`config.mk`:
```
export PLATFORM = sky130hd
export DESIGN_NAME = router_in_deser
export DESIGN_NICKNAME = d
export VERILOG_FILES = /design/src/rtl/router_rtl_pkg.sv /design/src/rtl/router_byte_fifo.sv /design/src/rtl/router_in_deser.sv
export SDC_FILE = /design/constraint.sdc
export NUM_CORES = 1
export LEC_CHECK = 0
export BUFFER_PORTS_ARGS = -buffer_cell sky130_fd_sc_hd__buf_2
export CORE_ASPECT_RATIO = 0.5
export CORE_MARGIN = 5
export CORE_UTILIZATION = 50
export DETAILED_ROUTE_END_ITERATION = 10
export PLACE_DENSITY = 0.74
export REMOVE_ABC_BUFFERS = 1
export SYNTH_ARGS = -nofsm -noshare
export SYNTH_HDL_FRONTEND = slang
export SYNTH_SLANG_ARGS = --single-unit
```
`constraint.sdc`:
```
create_clock -name clock -period 7.2 [get_ports clock]
set_input_delay 1.08 -clock clock [delete_from_list [all_inputs] [get_ports clock]]
set_output_delay 1.08 -clock clock [all_outputs]
set_load 0.05 [all_outputs]
```
`src/rtl/router_rtl_pkg.sv`:
```
// rtl/router_rtl_pkg.sv - shared types for the router input deserializer
package router_rtl_pkg;

    localparam int RT_ADDR_W = 4;
    localparam int RT_BYTE_W = 8;

    typedef enum logic [1:0] {
        IDLE,
        ADDR,
        PAD,
        DATA
    } deser_state_e;

    typedef struct packed {
        logic                 sop;
        logic                 eop;
        logic [RT_ADDR_W-1:0] addr;
        logic [RT_BYTE_W-1:0] data;
    } router_byte_t;

endpackage

```
`src/rtl/router_byte_fifo.sv`:
```
// rtl/router_byte_fifo.sv - synchronous FIFO of tagged router bytes
module router_byte_fifo
    import router_rtl_pkg::*;
#(
    parameter int DEPTH = 16
) (
    input  logic                   i_clock,
    input  logic                   i_reset,
    input  logic                   i_push,
    input  router_byte_t           i_data,
    input  logic                   i_pop,
    output router_byte_t           o_head,
    output logic                   o_full,
    output logic                   o_empty,
    output logic                   o_push_ok,
    output logic [$clog2(DEPTH):0] o_level
);

    localparam int PW = $clog2(DEPTH);
    localparam logic [PW:0] FULL_LVL = (PW+1)'(DEPTH);

    router_byte_t     r_mem [DEPTH];
    logic [PW-1:0]    r_wr_ptr;
    logic [PW-1:0]    r_rd_ptr;
    logic [PW:0]      r_level;
    logic             w_pop;
    logic             w_push;

    assign o_full    = (r_level == FULL_LVL);
    assign o_empty   = (r_level == '0);
    assign w_pop     = i_pop & ~o_empty;
    // A full FIFO still takes a byte when the head leaves in the same cycle.
    assign w_push    = i_push & (~o_full | w_pop);
    assign o_push_ok = w_push;
    assign o_head    = r_mem[r_rd_ptr];
    assign o_level   = r_level;

    always_ff @(posedge i_clock) begin
        if (w_push) begin
            r_mem[r_wr_ptr] <= i_data;
        end
    end

    always_ff @(posedge i_clock) begin
        if (i_reset) begin
            r_wr_ptr <= '0;
            r_rd_ptr <= '0;
            r_level  <= '0;
        end else begin
            if (w_push) begin
                r_wr_ptr <= r_wr_ptr + PW'(1);
            end
            if (w_pop) begin
                r_rd_ptr <= r_rd_ptr + PW'(1);
            end
            case ({w_push, w_pop})
                2'b10:   r_level <= r_level + (PW+1)'(1);
                2'b01:   r_level <= r_level - (PW+1)'(1);
                default: r_level <= r_level;
            endcase
        end
    end

endmodule

```
`src/rtl/router_in_deser.sv`:
```
// rtl/router_in_deser.sv - serial frame deserializer feeding a tagged byte FIFO
module router_in_deser
    import router_rtl_pkg::*;
#(
    parameter int ADDR_W     = RT_ADDR_W,
    parameter int PAD_MIN    = 5,
    parameter int FIFO_DEPTH = 16
) (
    input  logic                        clock,
    input  logic                        reset,
    input  logic                        din,
    input  logic                        frame_n,
    input  logic                        valid_n,
    output logic                        out_valid,
    input  logic                        out_ready,
    output logic [7:0]                  out_data,
    output logic                        out_sop,
    output logic                        out_eop,
    output logic [ADDR_W-1:0]           out_addr,
    output logic [$clog2(FIFO_DEPTH):0] fifo_level,
    output logic                        err_frame,
    output logic                        err_ovf
);

    localparam int PAD_W = $clog2(PAD_MIN + 1);
    localparam logic [PAD_W-1:0] PAD_MIN_C = PAD_W'(PAD_MIN);
    localparam logic [2:0]       ADDR_LAST = 3'(ADDR_W - 1);

    deser_state_e       r_state;
    logic [2:0]         r_bit_cnt;
    logic [PAD_W-1:0]   r_pad_cnt;
    logic [ADDR_W-1:0]  r_addr;
    logic [6:0]         r_shreg;
    logic               r_first;
    logic               r_push;
    router_byte_t       r_push_byte;
    logic               r_err_frame;
    logic               r_err_ovf;

    router_byte_t       w_head;
    logic               w_empty;
    logic               w_full;
    logic               w_push_ok;
    logic               w_pop;

    assign out_valid = ~w_empty;
    assign w_pop     = out_valid & out_ready;
    assign out_data  = out_valid ? w_head.data : '0;
    assign out_sop   = out_valid & w_head.sop;
    assign out_eop   = out_valid & w_head.eop;
    assign out_addr  = out_valid ? w_head.addr : '0;
    assign err_frame = r_err_frame;
    assign err_ovf   = r_err_ovf;

    // Address and payload are LSB first, so both shift in from the top.
    always_ff @(posedge clock) begin
        if (reset) begin
            r_state     <= IDLE;
            r_bit_cnt   <= '0;
            r_pad_cnt   <= '0;
            r_addr      <= '0;
            r_shreg     <= '0;
            r_first     <= 1'b0;
            r_push      <= 1'b0;
            r_push_byte <= '0;
            r_err_frame <= 1'b0;
            r_err_ovf   <= 1'b0;
        end else begin
            r_push      <= 1'b0;
            r_err_frame <= 1'b0;
            r_err_ovf   <= r_push & ~w_push_ok;
            case (r_state)
                IDLE: begin
                    if (!frame_n) begin
                        if (valid_n) begin
                            r_addr    <= {din, r_addr[ADDR_W-1:1]};
                            r_bit_cnt <= 3'd1;
                            r_state   <= ADDR;
                        end else begin
                            r_err_frame <= 1'b1;
                        end
                    end
                end
                ADDR: begin
                    if (!valid_n || frame_n) begin
                        r_err_frame <= 1'b1;
                        r_state     <= IDLE;
                    end else begin
                        r_addr <= {din, r_addr[ADDR_W-1:1]};
                        if (r_bit_cnt == ADDR_LAST) begin
                            r_pad_cnt <= '0;
                            r_state   <= PAD;
                        end else begin
                            r_bit_cnt <= r_bit_cnt + 3'd1;
                        end
                    end
                end
                PAD: begin
                    if (frame_n) begin
                        r_err_frame <= 1'b1;
                        r_state     <= IDLE;
                    end else if (valid_n) begin
                        if (r_pad_cnt < PAD_MIN_C) begin
                            r_pad_cnt <= r_pad_cnt + PAD_W'(1);
                        end
                    end else if (r_pad_cnt < PAD_MIN_C) begin
                        r_err_frame <= 1'b1;
                        r_state     <= IDLE;
                    end else begin
                        r_shreg   <= {din, r_shreg[6:1]};
                        r_bit_cnt <= 3'd1;
                        r_first   <= 1'b1;
                        r_state   <= DATA;
                    end
                end
                DATA: begin
                    if (!valid_n && r_bit_cnt == 3'd7) begin
                        r_push      <= 1'b1;
                        r_push_byte <= {r_first, frame_n, r_addr, din, r_shreg};
                        r_first     <= 1'b0;
                        r_bit_cnt   <= 3'd0;
                        if (frame_n) begin
                            r_state <= IDLE;
                        end
                    end else if (frame_n) begin
                        r_err_frame <= 1'b1;
                        r_state     <= IDLE;
                    end else if (!valid_n) begin
                        r_shreg   <= {din, r_shreg[6:1]};
                        r_bit_cnt <= r_bit_cnt + 3'd1;
                    end
                end
                default: r_state <= IDLE;
            endcase
        end
    end

    router_byte_fifo #(
        .DEPTH(FIFO_DEPTH)
    ) u_fifo (
        .i_clock   (clock),
        .i_reset   (reset),
        .i_push    (r_push),
        .i_data    (r_push_byte),
        .i_pop     (w_pop),
        .o_head    (w_head),
        .o_full    (w_full),
        .o_empty   (w_empty),
        .o_push_ok (w_push_ok),
        .o_level   (fifo_level)
    );

    logic w_unused;
    assign w_unused = w_full;

endmodule

```
======== After elaboration in Yosys (flattened, before gate mapping) ========
Memory sizes are Yosys's and may differ from the RTL's. A register that Yosys moved wholly into a read port is not among the register bits.
Index checks and enable logic that the tools add are counted.
storage, ports and cells
  bits in registers ....................... 50
  latch bits .............................. 0
  memory bits (writable) .................. 224
  memory bits (read-only) ................. 0
  output and inout bits ................... 22
  logic and storage cells ................. 138
  memories kept ........................... 1
memory list
  name          words  width  read ports  clocked after Yosys merged registers in  write ports  RTL line                text
  u_fifo.r_mem  16     14     1           1                                        1            router_byte_fifo.sv:22  router_byte_t r_mem [DEPTH];
operators by class
  add/subtract/negate cells ............... 6
  $mul .................................... 0
  div/mod/pow operators ................... 0
  order comparisons ....................... 1
  equal/unequal tests ..................... 27
  shift-type cells ........................ 0
  muxes and demuxes ....................... 59
  bitwise operators ....................... 11
  reductions and logical operators ........ 17
operators with widths
  operator                                      count
  two-way mux 3 bit                             15
  two-way mux 7 bit                             6
  != test 2 bit (second input constant)         15
  two-way mux 4 bit                             6
  two-way mux 2 bit                             8
  two-way mux 1 bit                             15
  one-hot mux 7 bit (2 select lines)            1
  != test 3 bit (second input constant)         4
  one-hot mux 3 bit (4 select lines)            1
  one-hot mux 5 bit (2 select lines)            1
  AND reduction 5 bit                           2
  AND reduction 9 bit                           1
  adder 4 x 1 -> 4 bit (second input constant)  2
  two-way mux 8 bit                             1
  one-hot mux 2 bit (4 select lines)            1
  one-hot mux 4 bit (2 select lines)            1
  nonzero test 2 bit                            4
  AND reduction 7 bit                           1
  adder 3 x 1 -> 3 bit (second input constant)  2
  AND 1 bit                                     6
  == test 2 bit (second input constant)         3
  one-hot mux 3 bit (2 select lines)            1
  AND reduction 6 bit                           1
  adder 5 x 1 -> 5 bit (second input constant)  1
  18 further kinds                              22

======== Longest topological paths before layout ========
  depth after elaboration ................. 8
  gate-level depth with buffers ........... 13

======== Hierarchy ========
Synthesis repeated with hierarchy kept, for this count alone.
second synthesis, totals
  cell total of the unflattened synthesis .. 669
  area, all modules ....................... 11111.9 um2
modules (own cells, without submodules)
  module            instances  cells an instance  area an instance (um2)
  router_byte_fifo  1          474                9427.8
  router_in_deser   1          195                1684.1

======== Least setup slack after synthesis ========
Ideal clock, no wire load.
  path type ............................... register to output
  start ................................... register u_fifo.r_level[1], in the netlist u_fifo.o_level[1]
  end ..................................... output port out_addr[0]
  arrival ................................. 2.486 ns
  data required time ...................... 6.120 ns
  setup slack ............................. 3.634 ns
  stages on the path, launching flop included .. 6
  buffers on the path ..................... 2
  path through ............................ dfxtp_1 > or4_4 > buf_6 > nor2_2 > buf_2 > a211oi_1
on the way
  longest elaborated chain between the ends .. 2
ends and longest elaborated chain
  what                    RTL line                text
  from (decl)             router_byte_fifo.sv:25  logic [PW:0] r_level;
  from (signal assigned)  router_byte_fifo.sv:57  2'b10: r_level <= r_level + (PW+1)'(1);
  from (signal assigned)  router_byte_fifo.sv:58  2'b01: r_level <= r_level - (PW+1)'(1);
  from (signal assigned)  router_byte_fifo.sv:59  default: r_level <= r_level;
  logical NOT 5 bit       router_byte_fifo.sv:30  assign o_empty = (r_level == '0);
  two-way mux 4 bit       router_in_deser.sv:51   assign out_addr = out_valid ? w_head.addr : '0;
  to (decl)               router_in_deser.sv:19   output logic [ADDR_W-1:0] out_addr,
Every way passes these cells.

==> flow_summary.toml <==
[worst_setup_path]
slowest_delay_ns = 1.06
cp_max_fo = 38
crit_required_ns = 6.12
cp-end-kind = "primary output"
reg2reg_slack_ns = 4.17
crit_chain = "buf_4 > mux4_2 > mux2i_1 > a211oi_1 > buf_2"
crit_slowest_cell = "dfxtp_2"
crit_type = "reg2out"
worstPathArrival_ns = 3.22
cp-start-kind = "flop"

[place]
place_ws_ns = 3.37
place_congestion = 0.764
portBuffers = 27
hpwl_um = 12700

[sta]
worstMarginPinSlew_ns = 1.22
drv_slew = 0
fin_crit_ns = 4.30
grt_setup_unrepaired = "no"
setup_ws_ns = 2.90
max_slew_margin = 0.185
finalCritPeriodShare = 0.597
max_freq_ghz = 0.233
fin_worst_skew_ns = 0.00921
finalSetupViolCount = 0
hold_viol_final = 0
setup_tns_ns = 0
fin_worst_hold_slack_ns = 0.454

[floorplanning]
die_area_um2 = 25500
io_pins = 28
die_h_um = 115
die_w_um = 221
num_rows = 38
core_area_um2 = 21800
start_util = 0.511

[synthesis]
synth-seq-cells = 278
netlist_area_um2 = 11100
ys_seq_area_frac = 0.702
synth_cells = 662
synth_largest_area_cell = "edfxtp_1"
ys.flop_type = "edfxtp_1"
synth.area.top_cells = "edfxtp_1 (60%), mux4_2 (11%), dfxtp_1 (9.7%), mux2i_1 (2.2%), a211oi_1 (2.0%)"
synthDominantCellAreaShare = 0.605
post_synth_num_cell_types = 55
async_reset_ff_frac = 0
yosys_warnings = 0
synth-edff-count = 224
syn_area_per_cell_um2 = 16.8

[grt]
met2_usage = 0.302
use_met3 = 0.0329
busiest_layer = "met2"
antenna_found_initial = 0
grt_pass1_vias = 6019
grt_pass1_wl_um = 35400
grt-ovfl-total = 0
grt_max_degree = 57
grtUsageMet1 = 0.253
grt.total_usage = 0.181

[detailed_routing]
wire_per_inst_um = 22.6
num_vias = 5909
drt_iter0_drc = 665
ant_nets = 0
dr.pass1.iters = 5
via_per_inst = 5.83
routed_wl_um = 22800
drc = 0

[clock_tree]
cts_setup_buffers = 0
cts.sinks = 278
cts_tree = "yes"
post_cts_resized = 0
clkLatencyLatePin_ns = 0.52
h-tree-depth = 1
cts_buffers = 25
postCtsHoldBufs = 0
clock_path_buffers = 3
cts_root_buf = "clkbuf_16"
clkTransAtPathRegs_ns = 0.07

[final_layout]
finalCoreUtilization = 0.574
nNetsFinal = 712
diodes = 0
syn_to_final_growth_pct = 12.3
drive_gt1_frac = 0.226

[outcome]
status = "completed"

[hold_path]
hp-class = "reg2reg"

[pwr]
power.total_mw = 3.16
power_leakage_nw = 4.06
peakVddDrop_mv = 0.154
p_per_area_nw_per_um2 = 253

[flow_run]
drv_cap = 0
==> report_power, final <==
part           internal (mW)  total [mW]  switching [mW]
logic                0.00444      0.0162          0.0117
registers               1.71        1.71         0.00153
clock network          0.863        1.43           0.569
total                   2.58        3.16           0.582
==> final cells by class <==
class,instances,area (µm²)
fill,1656,9280
sequential,278,7810
multi-input combinational,335,3090
clock buffer,31,689
tap,300,375
timing repair buffer,46,278
clock inverter,15,213
inverter,8,35.0
==> worst max-delay path: cells and delay by family, from the launching register on <==
family | cells | cell delay (ns)
muxes | 2 | 0.74
buffers and inverters | 2 | 0.75
AOI/OAI and AO/OA | 1 | 0.13
DFF | 1 | 1.06
==> state kept, by name, summed over array words and instances (netlist names), 4 cells and up, named ones only <==
signal	cells
r_shreg	7
u_fifo.o_level	5
r_push_byte	14
u_fifo.r_rd_ptr	4
u_fifo.r_wr_ptr	4
r_addr	4
u_fifo.r_mem	224
==> cell usage after synthesis, types with 2 or more instances <==
cell	count
inv_1	7
a211oi_1	29
dfxtp_1	54
nor2_1	30
mux4_2	56
buf_2	11
clkbuf_1	18
o21a_1	6
buf_4	9
a21oi_1	26
nor4b_1	2
nor2b_1	16
ha_1	12
and2_1	3
nor3b_1	3
buf_6	2
nor4_1	2
nand2_1	50
mux2_2	2
or3_1	2
nor3_1	9
a21o_1	2
nand3_1	4
nand2b_1	10
xnor2_1	2
mux2i_1	25
xor2_1	6
o21ai_0	14
edfxtp_1	224
==> stage by stage <==
stage / std cells / cell area, µm²
final: 1013 / 12500
after global routing: 1013 / 12500
after global placement: 967 / 11600
after CTS: 1013 / 12500
after floorplan: 621 / 10900
after detailed placement: 967 / 11600
==> cells in the final DEF (no fill, tap or decap), types with 3 or more instances in the layout <==
cell        netlist  layout
edfxtp_1        224     224
ha_1             12      12
buf_4             9      19
clkbuf_16         0      26
nand2_1          50      50
o21a_1            6       6
nor2b_1          16      16
mux4_2           56      56
bufinv_16         0       5
clkinv_2          0       3
dfxtp_1          54      51
nor3_2            0       4
a21oi_1          26      26
o21ai_0          14      14
clkinvlp_4        0       3
a211oi_1         29      29
xor2_1            6       6
nand3_1           4       4
nor3b_1           3       3
buf_2            11      27
mux2i_1          25      25
nor2_1           30      30
nor3_1            9       5
and2_1            3       3
nand2b_1         10      10
inv_1             7       7
clkbuf_1         18       3
==> routing by layer <==
metal | vias to the layer above | share of wire
met2 | 205 | 0.48
li1 | 2649 | -
met4 | 0 | 0.023
met5 | - | 0
met3 | 33 | 0.065
met1 | 3022 | 0.44
==> worst paths after layout <==
path,start,endpoint,cells after the start
max,flop,out_addr[0],5
min,r_shreg[1],r_push_byte[1],2
max reg2reg,u_fifo.o_level[1],u_fifo.o_level[4],10
min reg2reg,r_shreg[1],r_push_byte[1],2
==> kinds of logic after synthesis <==
group | Yosys count | synth area share
muxes | 83 | 0.138
buffers and inverters | 49 | 0.0226
AOI/OAI and AO/OA | 93 | 0.0568
and+or+nand+nor | 139 | 0.0613
xor gates and xnor gates | 8 | 0.00630
adders and majority gates | 12 | 0.0135
DFF | 278 | 0.702
Note: power is estimated with default switching activity, not from simulation.
